**src/rtl/riscv_pkg.sv**
```systemverilog
// rtl/riscv_pkg.sv - shared constants and fetch FSM state type
package riscv_pkg;

  localparam int XLEN = 32;

  // addi x0, x0, 0
  localparam logic [XLEN-1:0] NOP_INSTR = 32'h0000_0013;

  localparam logic [XLEN-1:0] DEFAULT_RESET_PC = 32'h0000_0000;

  typedef enum logic [1:0] {
    FETCH_ISSUE = 2'd0,
    FETCH_WAIT  = 2'd1,
    FETCH_DROP  = 2'd2
  } fetch_state_e;

  // Force an address onto a word boundary.
  function automatic logic [XLEN-1:0] align_pc(input logic [XLEN-1:0] pc);
    return pc & ~32'h0000_0003;
  endfunction

endpackage

```
**src/rtl/fetch_fifo.sv**
```systemverilog
// rtl/fetch_fifo.sv - two-entry instruction buffer with flush
module fetch_fifo #(
  parameter int DEPTH = 2,
  parameter int WIDTH = 64
) (
  input  logic             clk,
  input  logic             rst_n,
  input  logic             flush,
  input  logic             push,
  input  logic [WIDTH-1:0] push_data,
  input  logic             pop,
  output logic [WIDTH-1:0] head_data,
  output logic             not_empty,
  output logic [1:0]       count
);

  logic [WIDTH-1:0] mem [2];
  logic             wr_ptr;
  logic             rd_ptr;
  logic [1:0]       count_q;
  logic             full;
  logic             do_push;
  logic             do_pop;

  assign not_empty = (count_q != 2'd0);
  assign full      = (count_q == 2'(DEPTH));
  // A push into a full buffer is allowed only when the head leaves in the same cycle.
  assign do_push   = push && (!full || pop);
  assign do_pop    = pop && not_empty;
  assign head_data = mem[rd_ptr];
  assign count     = count_q;

  // Pointer and occupancy bookkeeping; flush wins over push and pop.
  always_ff @(posedge clk) begin
    if (!rst_n || flush) begin
      wr_ptr  <= 1'b0;
      rd_ptr  <= 1'b0;
      count_q <= 2'd0;
    end else begin
      if (do_push) wr_ptr <= ~wr_ptr;
      if (do_pop)  rd_ptr <= ~rd_ptr;
      case ({do_push, do_pop})
        2'b10:   count_q <= count_q + 2'd1;
        2'b01:   count_q <= count_q - 2'd1;
        default: count_q <= count_q;
      endcase
    end
  end

  // Payload storage needs no reset; occupancy decides what is visible.
  always_ff @(posedge clk) begin
    if (rst_n && !flush && do_push) mem[wr_ptr] <= push_data;
  end

endmodule

```
**src/rtl/instr_fetch.sv**
```systemverilog
// rtl/instr_fetch.sv - single-outstanding instruction fetch unit
module instr_fetch
  import riscv_pkg::*;
#(
  parameter logic [XLEN-1:0] RESET_PC  = DEFAULT_RESET_PC,
  parameter int              BUF_DEPTH = 2
) (
  input  logic            clk,
  input  logic            rst_n,
  output logic            imem_req,
  output logic [XLEN-1:0] imem_addr,
  input  logic            imem_gnt,
  input  logic            imem_rvalid,
  input  logic [XLEN-1:0] imem_rdata,
  input  logic            redirect_valid,
  input  logic [XLEN-1:0] redirect_pc,
  output logic            instr_valid,
  input  logic            instr_ready,
  output logic [XLEN-1:0] instr,
  output logic [XLEN-1:0] instr_pc,
  output logic [XLEN-1:0] instr_pc_plus4
);

  fetch_state_e    state_q;
  fetch_state_e    state_d;
  logic [XLEN-1:0] fetch_pc_q;
  logic [XLEN-1:0] fetch_pc_d;
  logic [XLEN-1:0] req_addr_q;
  logic [XLEN-1:0] req_addr_d;

  logic            buf_push;
  logic            buf_pop;
  logic            buf_valid;
  logic [1:0]      buf_count;
  logic [63:0]     buf_head;
  logic            can_issue;

  // Only request when the response is guaranteed a free buffer slot.
  assign can_issue = (buf_count < 2'(BUF_DEPTH));

  // FSM, fetch address and in-flight address registers.
  always_ff @(posedge clk) begin
    if (!rst_n) begin
      state_q    <= FETCH_ISSUE;
      fetch_pc_q <= align_pc(RESET_PC);
      req_addr_q <= align_pc(RESET_PC);
    end else begin
      state_q    <= state_d;
      fetch_pc_q <= fetch_pc_d;
      req_addr_q <= req_addr_d;
    end
  end

  // Next state, request generation and buffer write decision.
  always_comb begin
    state_d    = state_q;
    fetch_pc_d = fetch_pc_q;
    req_addr_d = req_addr_q;
    imem_req   = 1'b0;
    buf_push   = 1'b0;
    case (state_q)
      FETCH_ISSUE: begin
        imem_req = rst_n && can_issue;
        if (imem_req && imem_gnt) begin
          req_addr_d = fetch_pc_q;
          fetch_pc_d = fetch_pc_q + 32'd4;
          // A granted request racing a redirect still returns data we must swallow.
          state_d    = redirect_valid ? FETCH_DROP : FETCH_WAIT;
        end
      end
      FETCH_WAIT: begin
        if (imem_rvalid) begin
          buf_push = !redirect_valid;
          state_d  = FETCH_ISSUE;
        end else if (redirect_valid) begin
          state_d  = FETCH_DROP;
        end
      end
      FETCH_DROP: begin
        if (imem_rvalid) state_d = FETCH_ISSUE;
      end
      default: state_d = FETCH_ISSUE;
    endcase
    if (redirect_valid) fetch_pc_d = align_pc(redirect_pc);
  end

  assign buf_pop = instr_valid && instr_ready;

  fetch_fifo #(
    .DEPTH (BUF_DEPTH),
    .WIDTH (64)
  ) u_fifo (
    .clk       (clk),
    .rst_n     (rst_n),
    .flush     (redirect_valid),
    .push      (buf_push),
    .push_data ({req_addr_q, imem_rdata}),
    .pop       (buf_pop),
    .head_data (buf_head),
    .not_empty (buf_valid),
    .count     (buf_count)
  );

  assign imem_addr      = fetch_pc_q;
  assign instr_valid    = rst_n && buf_valid;
  assign instr          = instr_valid ? buf_head[31:0] : NOP_INSTR;
  assign instr_pc       = buf_head[63:32];
  assign instr_pc_plus4 = buf_head[63:32] + 32'd4;

endmodule

```
**config.mk**
```make
export PLATFORM = sky130hd
export DESIGN_NAME = instr_fetch
export DESIGN_NICKNAME = d
export VERILOG_FILES = /design/src/rtl/riscv_pkg.sv /design/src/rtl/fetch_fifo.sv /design/src/rtl/instr_fetch.sv
export SDC_FILE = /design/constraint.sdc
export NUM_CORES = 1
export LEC_CHECK = 0
export CORE_MARGIN = 1
export CORE_UTILIZATION = 50
export CTS_CLUSTER_DIAMETER = 50
export DETAILED_ROUTE_END_ITERATION = 6
export GPL_TIMING_DRIVEN = 0
export PLACE_DENSITY = 0.88
export RECOVER_POWER = 100
export SETUP_SLACK_MARGIN = 0.5
export SLEW_MARGIN = 20
export SYNTH_ARGS = -nofsm -noshare
export SYNTH_HDL_FRONTEND = slang
export SYNTH_HIERARCHICAL = 1
export SYNTH_SLANG_ARGS = --single-unit
export TNS_END_PERCENT = 5
```
**constraint.sdc**
```tcl
create_clock -name clk -period 9.3 [get_ports clk]
set_input_delay 0.93 -clock clk [delete_from_list [all_inputs] [get_ports clk]]
set_output_delay 0.93 -clock clk [all_outputs]
set_load 0.01 [all_outputs]
```
After elaboration in Yosys (flattened, before gate mapping)
Memories as Yosys holds them, arrays and structs flattened. A register that Yosys moved wholly into a read port is not among the register bits.
Index checks and enable logic that the tools add are counted.

cells by class
  $lt $le $gt $ge = 1
  add/subtract/negate cells = 4
  muxes and demuxes = 18
  reduce and logical (&&, ||, !) cells = 22
  bitwise logic cells = 3
  equal/unequal tests = 8

operator list
  cell                                                  count
  two-way mux 32 bit                                    4
  adder 32 x 3 -> 32 bit (second input constant)        2
  two-way mux 2 bit                                     5
  logical AND 1 bit                                     8
  nonzero test 2 bit                                    4
  two-way mux 1 bit                                     7
  equality test 2 bit (second input constant)           3
  one-hot mux 2 bit (3 select lines)                    1
  equality test 2 x 1 -> 1 bit (second input constant)  2
  != test 2 bit (second input constant)                 2
  one-hot mux 2 bit (2 select lines)                    1
  AND reduction 2 bit                                   2
  logical NOT 1 bit                                     3
  != test 3 bit (second input constant)                 1
  NOT 1 bit                                             3
  AND reduction 3 bit                                   1
  adder 2 x 1 -> 2 bit (second input constant)          1
  logical NOT 2 bit                                     1
  logical OR 1 bit                                      2
  less-than comparator 2 bit (second input constant)    1
  OR reduction 2 bit                                    1
  subtractor 2 x 1 -> 2 bit (second input constant)     1

word-level totals
  memories = 1
  input port bits = 70
  RAM bits = 128
  bits in registers = 70
  logic and storage cells = 64
  output and inout port bits = 130

memories
  name        words  bits a word  rd ports  clocked after Yosys merged registers in  write ports  RTL line          source
  u_fifo.mem  2      64           1         1                                        1            fetch_fifo.sv:17  logic [WIDTH-1:0] mem [2];

Logic depth before layout (Yosys ltp)
  depth in word-level cells = 8
  mapped depth = 9
  depth with buffers taken out = 7

Cells and area by module
The synthesis kept the hierarchy.

by module, submodules not included
  module       instances  sequential area each (um^2)  area an instance (um^2)  cells each
  fetch_fifo   1          3943.8                       4843.4                   226
  instr_fetch  1          1241.2                       3826.2                   509

Least setup slack after synthesis
No wires, ideal clock.

  kind = input to register
  from = input port redirect_valid
  to = memory u_fifo.mem[0][0], enable pin
  data arrival time = 6.412 ns
  path slack = 2.324 ns
  library setup time = 0.565 ns
  data required time = 8.735 ns
  path buffers = 3
  cell stages on the path = 6
  path through = clkbuf_1 > clkbuf_1 > clkbuf_1 > nor4bb_1 > o31ai_2 > nor3_1

on the way
  cells in the longest elaborated chain, start to end = 7
  elaborated cells on any way between the ends = 8
  those cells by class = mux: 4; reduce/logical: 4

RTL lines
  element                                  RTL line           source
  start: declaration                       instr_fetch.sv:15  input logic redirect_valid,
  logical NOT 1 bit                        instr_fetch.sv:73  buf_push = !redirect_valid;
  two-way mux 1 bit                        instr_fetch.sv:72  if (imem_rvalid) begin
  two-way mux 1 bit                        instr_fetch.sv:61  case (state_q)
  named net buf_push                       instr_fetch.sv:31  logic buf_push;
  logical AND 1 bit                        fetch_fifo.sv:28   assign do_push = push && (!full || pop);
  logical AND 1 bit                        fetch_fifo.sv:52   if (rst_n && !flush && do_push) mem[wr_ptr] <= push_data;
  two-way mux 1 bit                        fetch_fifo.sv:52
  two-way mux 1 bit (not written as such)  fetch_fifo.sv:52
  end: declaration                         fetch_fifo.sv:17

The timed path passes the listed nets, and every way through them passes these cells.

Worst setup path in the final report
  from = input port redirect_valid
  to = memory u_fifo.mem[0][36], enable pin

Same word-level chain as after synthesis.

==> results list <==
* Cell family with the largest share of critical-path delay: buffers and inverters
* Overall global routing resource usage: around a quarter
* Unrepaired setup endpoints after global routing: false
* Clk_lat worst skew: around 0.44 ns
* Hold Path Depth: 0
- In this run the tightest slew margin relative to its limit is between 20% and 30%.
- The critical path contains buffers and inverters numbering 8 combined.
- The number of global-route vias before repair is ~6500.
- For the pin with the worst max-slew slack, the measured transition is approximately 1.1 ns.
- Summing the areas of all and, or, nand and nor instances in the mapped netlist gives 16.16% of the synthesized area.
- The final layout contains routed wiring with a total length of between 20 and 25 mm.
- The floorplan step set the die height to between 100 and 150 um.
- Max-cap violations in this run came to 0.
* Starting DRT DRC Count: about 630
- Category of the worst setup path capture point: register
- Synth Cell Area: between 8000 and 9000 um2
- Cell chain of the critical path: dlygate4sd3_1, clkbuf_1, clkbuf_1, clkbuf_1, nor4bb_1, o31ai_1, nor3_1, clkbuf_1, clkbuf_1, clkbuf_1, clkbuf_1
- I/O pins: 200
- The clock tree synthesis step divided the H-tree into 4 levels.
* Startpoint types: input pin
- Die Wd: about 130 um
* Number of sinks driven by the clock tree: approximately 200
- Average cell area after synthesis: around 12 um2
* Cts-stage hold buffer count: 0
* Slowest CP cell: nor3_1
* Cell area power density: about 150 nW/um2
- Part of the Yosys area used for sequential elements: around 60%
- Largest cells by area after synthesis: edfxtp_1, dfxtp_1, mux2_1
- Maximum buffer depth of the clock tree: 2
- Fill cells in the final layout number 1193.
* Synthesized flop and latch total: 195
* Static leakage power: ~4.2 nW
* Root Buffer Master: clkbuf_16
- After detailed routing, the number of vias per cell comes to roughly 5.7.
* Average wire length per cell after detail routing: 18.45 um
- The path class of the tightest hold or removal check is register to register.
- For this run, the slowest stage of the critical path takes approximately 0.87 ns.
- The largest total area in the synthesized netlist belongs to edfxtp_1.
- Non-Filler Cell Area, Final: about 12000 um2
- In this run, synthesis inferred roughly 130 flip-flops with an integrated enable.
- Maximum clock skew at final layout: 0.008497 ns
- Cells fill between 60 and 70% of the core in the end.
- Post-Route Hold Slack: around 0.46 ns
- Overall power after layout: 1.787 mW
- Placer congestion estimate: 0.9181
- Area fraction in compound gates after synthesis: 8.313%
- Number of hold-slack violations in the final timing report: 0
* Yosys Warn Count: 6
- Buffers inserted during clock tree synthesis total 17.
* Number of buffer cells added on primary ports: between 150 and 200
* Final worst-path cycle share: between 60% and 70%
- Final worst path period need: between 5 and 6 ns
* Placeable core region: 16760 um2
- CTS resizes: 0
* Clock slew at the register clock pins of the worst setup and hold paths: about 0.07 ns
- Worst-case vdd ir drop: 0.1866 mV
* Final number of setup-violating endpoints: 0
* Max Freq: 177.5 MHz
- Mux contribution to synthesized area: approximately 8.5%
- For this run, asynchronously set or reset flops after synthesis account for 0%.
- For the worst setup path, the data arrival time is 5.71 ns.
- Instance area at placement: about 11000 um2
- Wire length of the first global-routing pass: 34.16 mm
* Clock tree from TritonCTS: built
- Half-perimeter wire length after detailed placement: between 15 and 20 mm
* Library cells used by synthesis: 48
- In the synthesized netlist the dominant register cell turns out to be edfxtp_1.
- Xor-xnor portion of the synthesized cell area: between 3 and 4%
* Start-to-end type of the worst setup path: input pin to register
* Most used cell along the critical path: clkbuf_1
* Most used standard cell by instance count after synthesis: edfxtp_1
- Global routing finished with a remaining overflow of 0.
- Area added between synthesis and finish: 33.21%
- Of all nets on the critical path, the largest fanout is 11.
- The number of antenna violations at the first check in global routing is 2.
- The routed layout has approximately 6900 vias.
* R2R cell count: 9
- Of the post-synthesis cell area, the dominant cell type holds between 40% and 50%.
- In the final layout, the share of cells above drive strength 1 is between 4 and 5%.
* Post-layout net count: ~1000
- Entering global routing, the biggest net connects 19 pins.
* Outcome: complete, no violations
- The final max-slew violation count came to 0.
- The first TritonRoute pass finished after 5 iterations.
- Largest family of logic cells by synthesized area: simple AND/OR/NAND/NOR gates
- Gate count of the mapped netlist: about 740
- By count the netlist is led by edfxtp_1, nand2_1, dfxtp_1, mux2_1, and3_1.
- Number of remaining DRC errors: 0
- For this configuration, the core starts out at a cell density of about half.
* Site row count: 47
* WP depth: 11
* Antenna Nets Post-Route: 0
- The die covers ~18000 um2.
- Post-CTS setup-driven buffer insertion count: 0
- The synthesized netlist devotes less than 1% of its cell area to adder and majority cells.
* CP required: 9.37 ns
[cells by family (layout without fill, tap and decap cells)]
group / after synthesis / count (layout)
simple gates: 266 / 266
flops: 195 / 195
compound gates: 108 / 108
mux: 65 / 65
buf+inv: 58 / 299
xor+xnor: 39 / 39
fa+ha+maj: 3 / 3
other cells: 1 / 8
[sequential cells by signal (all words and copies together) (netlist names), named ones only]
signal / flops
u_fifo/wr_ptr: 1
req_addr_q: 30
u_fifo/rd_ptr: 1
u_fifo/mem: 128
u_fifo/count: 2
state_q: 2
imem_addr: 30
[where the power goes]
group,internal (mW),switching (mW)
Sequential,0.933,0.0229
Clock,0.390,0.331
Combinational,0.0548,0.0546
[layout by cell type, fill, tap and decap left out, types with 31 or more instances in the layout]
cell type and instances:
dlygate4sd3_1 156, edfxtp_1 128, nand2_1 87, dfxtp_1 67
mux2_1 64, clkbuf_1 55, and3_1 42, clkdlybuf4s50_1 39
o21ai_0 33, nand3_1 32, xnor2_1 31, a21boi_0 31
[per-stage QoR]
step,cells,setup WS (ns),TNS (ns)
4_1_cts,1201,4.487,0
5_1_grt,1203,3.284,0
6_report,1203,3.665,0
3_3_place_gp,1155,-0.6869,-86.82
3_5_place_dp,1169,4.760,0
2_1_floorplan,740,2.324,0
[final cells by class]
cell class	instances	area, um2	area share (%)
Buffer	47	193.9	1.679
Multi-Input combinational cell	487	3251	28.15
Antenna cell	2	5.005	0.04334
Sequential cell	195	5185	44.90
Inverter	11	41.29	0.3575
Clock inverter	12	103.9	0.8992
Tap cell	220	275.3	2.384
Timing Repair Buffer	209	2004	17.36
Clock buffer	20	489.2	4.236
[routing by layer]
metal | global-route usage, % | wire length (um)
met5 | 0 | 0
met4 | 11.68 | 762
met3 | 4.414 | 1382
met2 | 43.37 | 11170
met1 | 30.22 | 8879
[worst reg2reg max path: stages (launching register included)]
cell and delay, ns:
dfxtp_1 0.42, or2_1 0.21, clkbuf_1 0.36, and3_1 0.25, o31ai_1 0.15, nor3_1 0.88
clkbuf_1 0.48, clkbuf_1 0.40, clkbuf_1 0.51, clkbuf_1 0.52
[path summary, 6_finish.rpt]
path	from	endpoint	slack (ns)
worst max-delay path	redirect_valid	u_fifo/mem[0][36]	3.67
worst min register to register	req_addr_q[30]	u_fifo/mem[1][62]	0.46
worst max register to register	u_fifo/count[1]	u_fifo/mem[0][36]	4.76
worst min-delay path	req_addr_q[30]	u_fifo/mem[1][62]	0.46
Power figures use the tool's default switching activity.
==> RTL edit: new RTL, config.mk and constraints unchanged <==
Re-encode `fetch_state_e` (3 states) as one-hot, 3 bits wide.
--- a/src/rtl/riscv_pkg.sv
+++ b/src/rtl/riscv_pkg.sv
@@ -8,10 +8,10 @@
 
   localparam logic [XLEN-1:0] DEFAULT_RESET_PC = 32'h0000_0000;
 
-  typedef enum logic [1:0] {
-    FETCH_ISSUE = 2'd0,
-    FETCH_WAIT  = 2'd1,
-    FETCH_DROP  = 2'd2
+  typedef enum logic [2:0] {
+    FETCH_ISSUE = 3'b001,
+    FETCH_WAIT  = 3'b010,
+    FETCH_DROP  = 3'b100
   } fetch_state_e;
 
   // Force an address onto a word boundary.
Function: same outputs for any inputs over 4 cycles, from zero or initial values and one cycle with rst_n low; so few cycles prove little.
==> RTL edit against the original RTL <==
- count of clock-buffer cells in the layout is 4 higher
- final cell count fell by 2.3%
- clock skew grew 0.00099 ns
- first-iteration DRC count fell by 27%
- total power decreased by 0.96%
- sequential cell count is 1 higher
- routed wire length is 2.4% lower
- critical path type is now flop to output port
- synthesized area decreased by 1.2%
- the flow now finishes with violations (capacitance limit, slew limit)
- highest routed layer unchanged
- worst setup slack lost 0.29 ns
- final area is 1.4% lower
==> RTL edit: results (changes against the original RTL) <==
Worst setup path
  • Data arrival, critical path: 5.00 ns (-0.71 ns)
  • CP endpoint: instr_pc_plus4[28]
  • Slowest-stage cell, CP: nor4_1
  • CP peak stage delay: 1.31 ns (+0.44 ns)
  • Worst-path fanout max: 10 (-1)
  • Crit path kind: flop to output port
  • Reg-to-Reg End: u_fifo/mem[1][35]
  • Flop2flop setup slack: 4.52 ns (-0.24 ns)
  • Largest delay share family, worst path: simple AND/OR/NAND/NOR gates

Yosys
  • Post-Synthesis Cells: 708 (-3.7%)
  • Synth area leaders: edfxtp_1, dfxtp_1, mux2_1
  • Multiplexer share of the synthesized area: 8.71% (+0.22 points)
  • Post-synthesis sequential area ratio: 60.8% (+0.96 points)

Timing
  • Hold slack: 0.454 ns (-0.00289 ns)
  • Worst Skew: 0.00948 ns (+0.000987 ns)
  • Final Max Tran Viols: 7 (+7)
  • Relative slew slack: -6.22% (-36 points)
  • Fin crit share: 63.8% (+3.2 points)

Run
  • Max-cap violations: 1 (+1)

Power
  • Clock Power Share: 39.9% (-0.5 points)
  • Combinational power: 105 uW (-4%)
  • Power per standard cell area: 155 mW/mm^2 (+0.42%)

Worst hold path
  • Hold_sp: req_addr_q[22]
  • Hold Path Sink: u_fifo/mem[0][54]

Global routing
  • GRT Overall Usage: 24.9% (-0.080 points)
  • Routing usage on met1: 31.7% (+1.5 points)
  • Vias in the first global route: 6353 (-2.8%)
  • Met3 Use GR: 3.41% (-1.0 points)
  • Largest net degree at the start of global routing: 18 (-1)

Place
  • Cell Area, Placed: 0.0109 mm^2 (-0.87%)
  • Post-detail-place hpwl: 15.8 mm (-2.2%)
  • Post-place setup slack: 4.79 ns (+0.0256 ns)
  • Routability-driven placement congestion ratio: 0.925 (+0.71%)
  • Post-placement cell count: 1142 (-2.3%)

Status
  • Failing checks: capacitance limit, slew limit
  • Status: finished, violations left

Route
  • Met2 WL: 10.7 mm (-4.2%)
  • Vias: 6519 (-5.2%)
  • M1 WL: 8.87 mm (-0.12%)
  • DR WL met3: 1.26 mm (-8.6%)
  • DR iter-0 viols: 459 (-27%)
  • Vias per inst: 5.55 (-3.0%)

Final layout
  • Layout fillers: 1162 (-2.6%)
  • # nets final: 1014 (-2.6%)
  • Share of cells above drive strength 1: 4.30% (+0.016 points)
-- RTL edit: kinds of logic (layout without fill, tap and decap cells) --
kind of cell | count (synthesis) | in the layout
adder cells (fa/ha/maj) | 3 | 3
AO/OA/AOI/OAI | 93 | 93
flip-flops | 196 | 196
XOR/XNOR | 56 | 56
AND/OR/NAND/NOR | 243 | 243
multiplexers | 66 | 66
buffers and inverters | 50 | 291
other | 1 | 7
-- RTL edit: area by class of cell --
| type | count | area share, % |
|---|---|---|
| Sequential cell | 196 | 45.7 |
| Multi-Input combinational cell | 467 | 27.4 |
| Timing Repair Buffer | 209 | 17.6 |
| Clock buffer | 24 | 4.51 |
| Tap cell | 220 | 2.42 |
| Buffer | 40 | 1.47 |
| Clock inverter | 8 | 0.571 |
| Inverter | 10 | 0.330 |
| Antenna cell | 1 | 0.0220 |
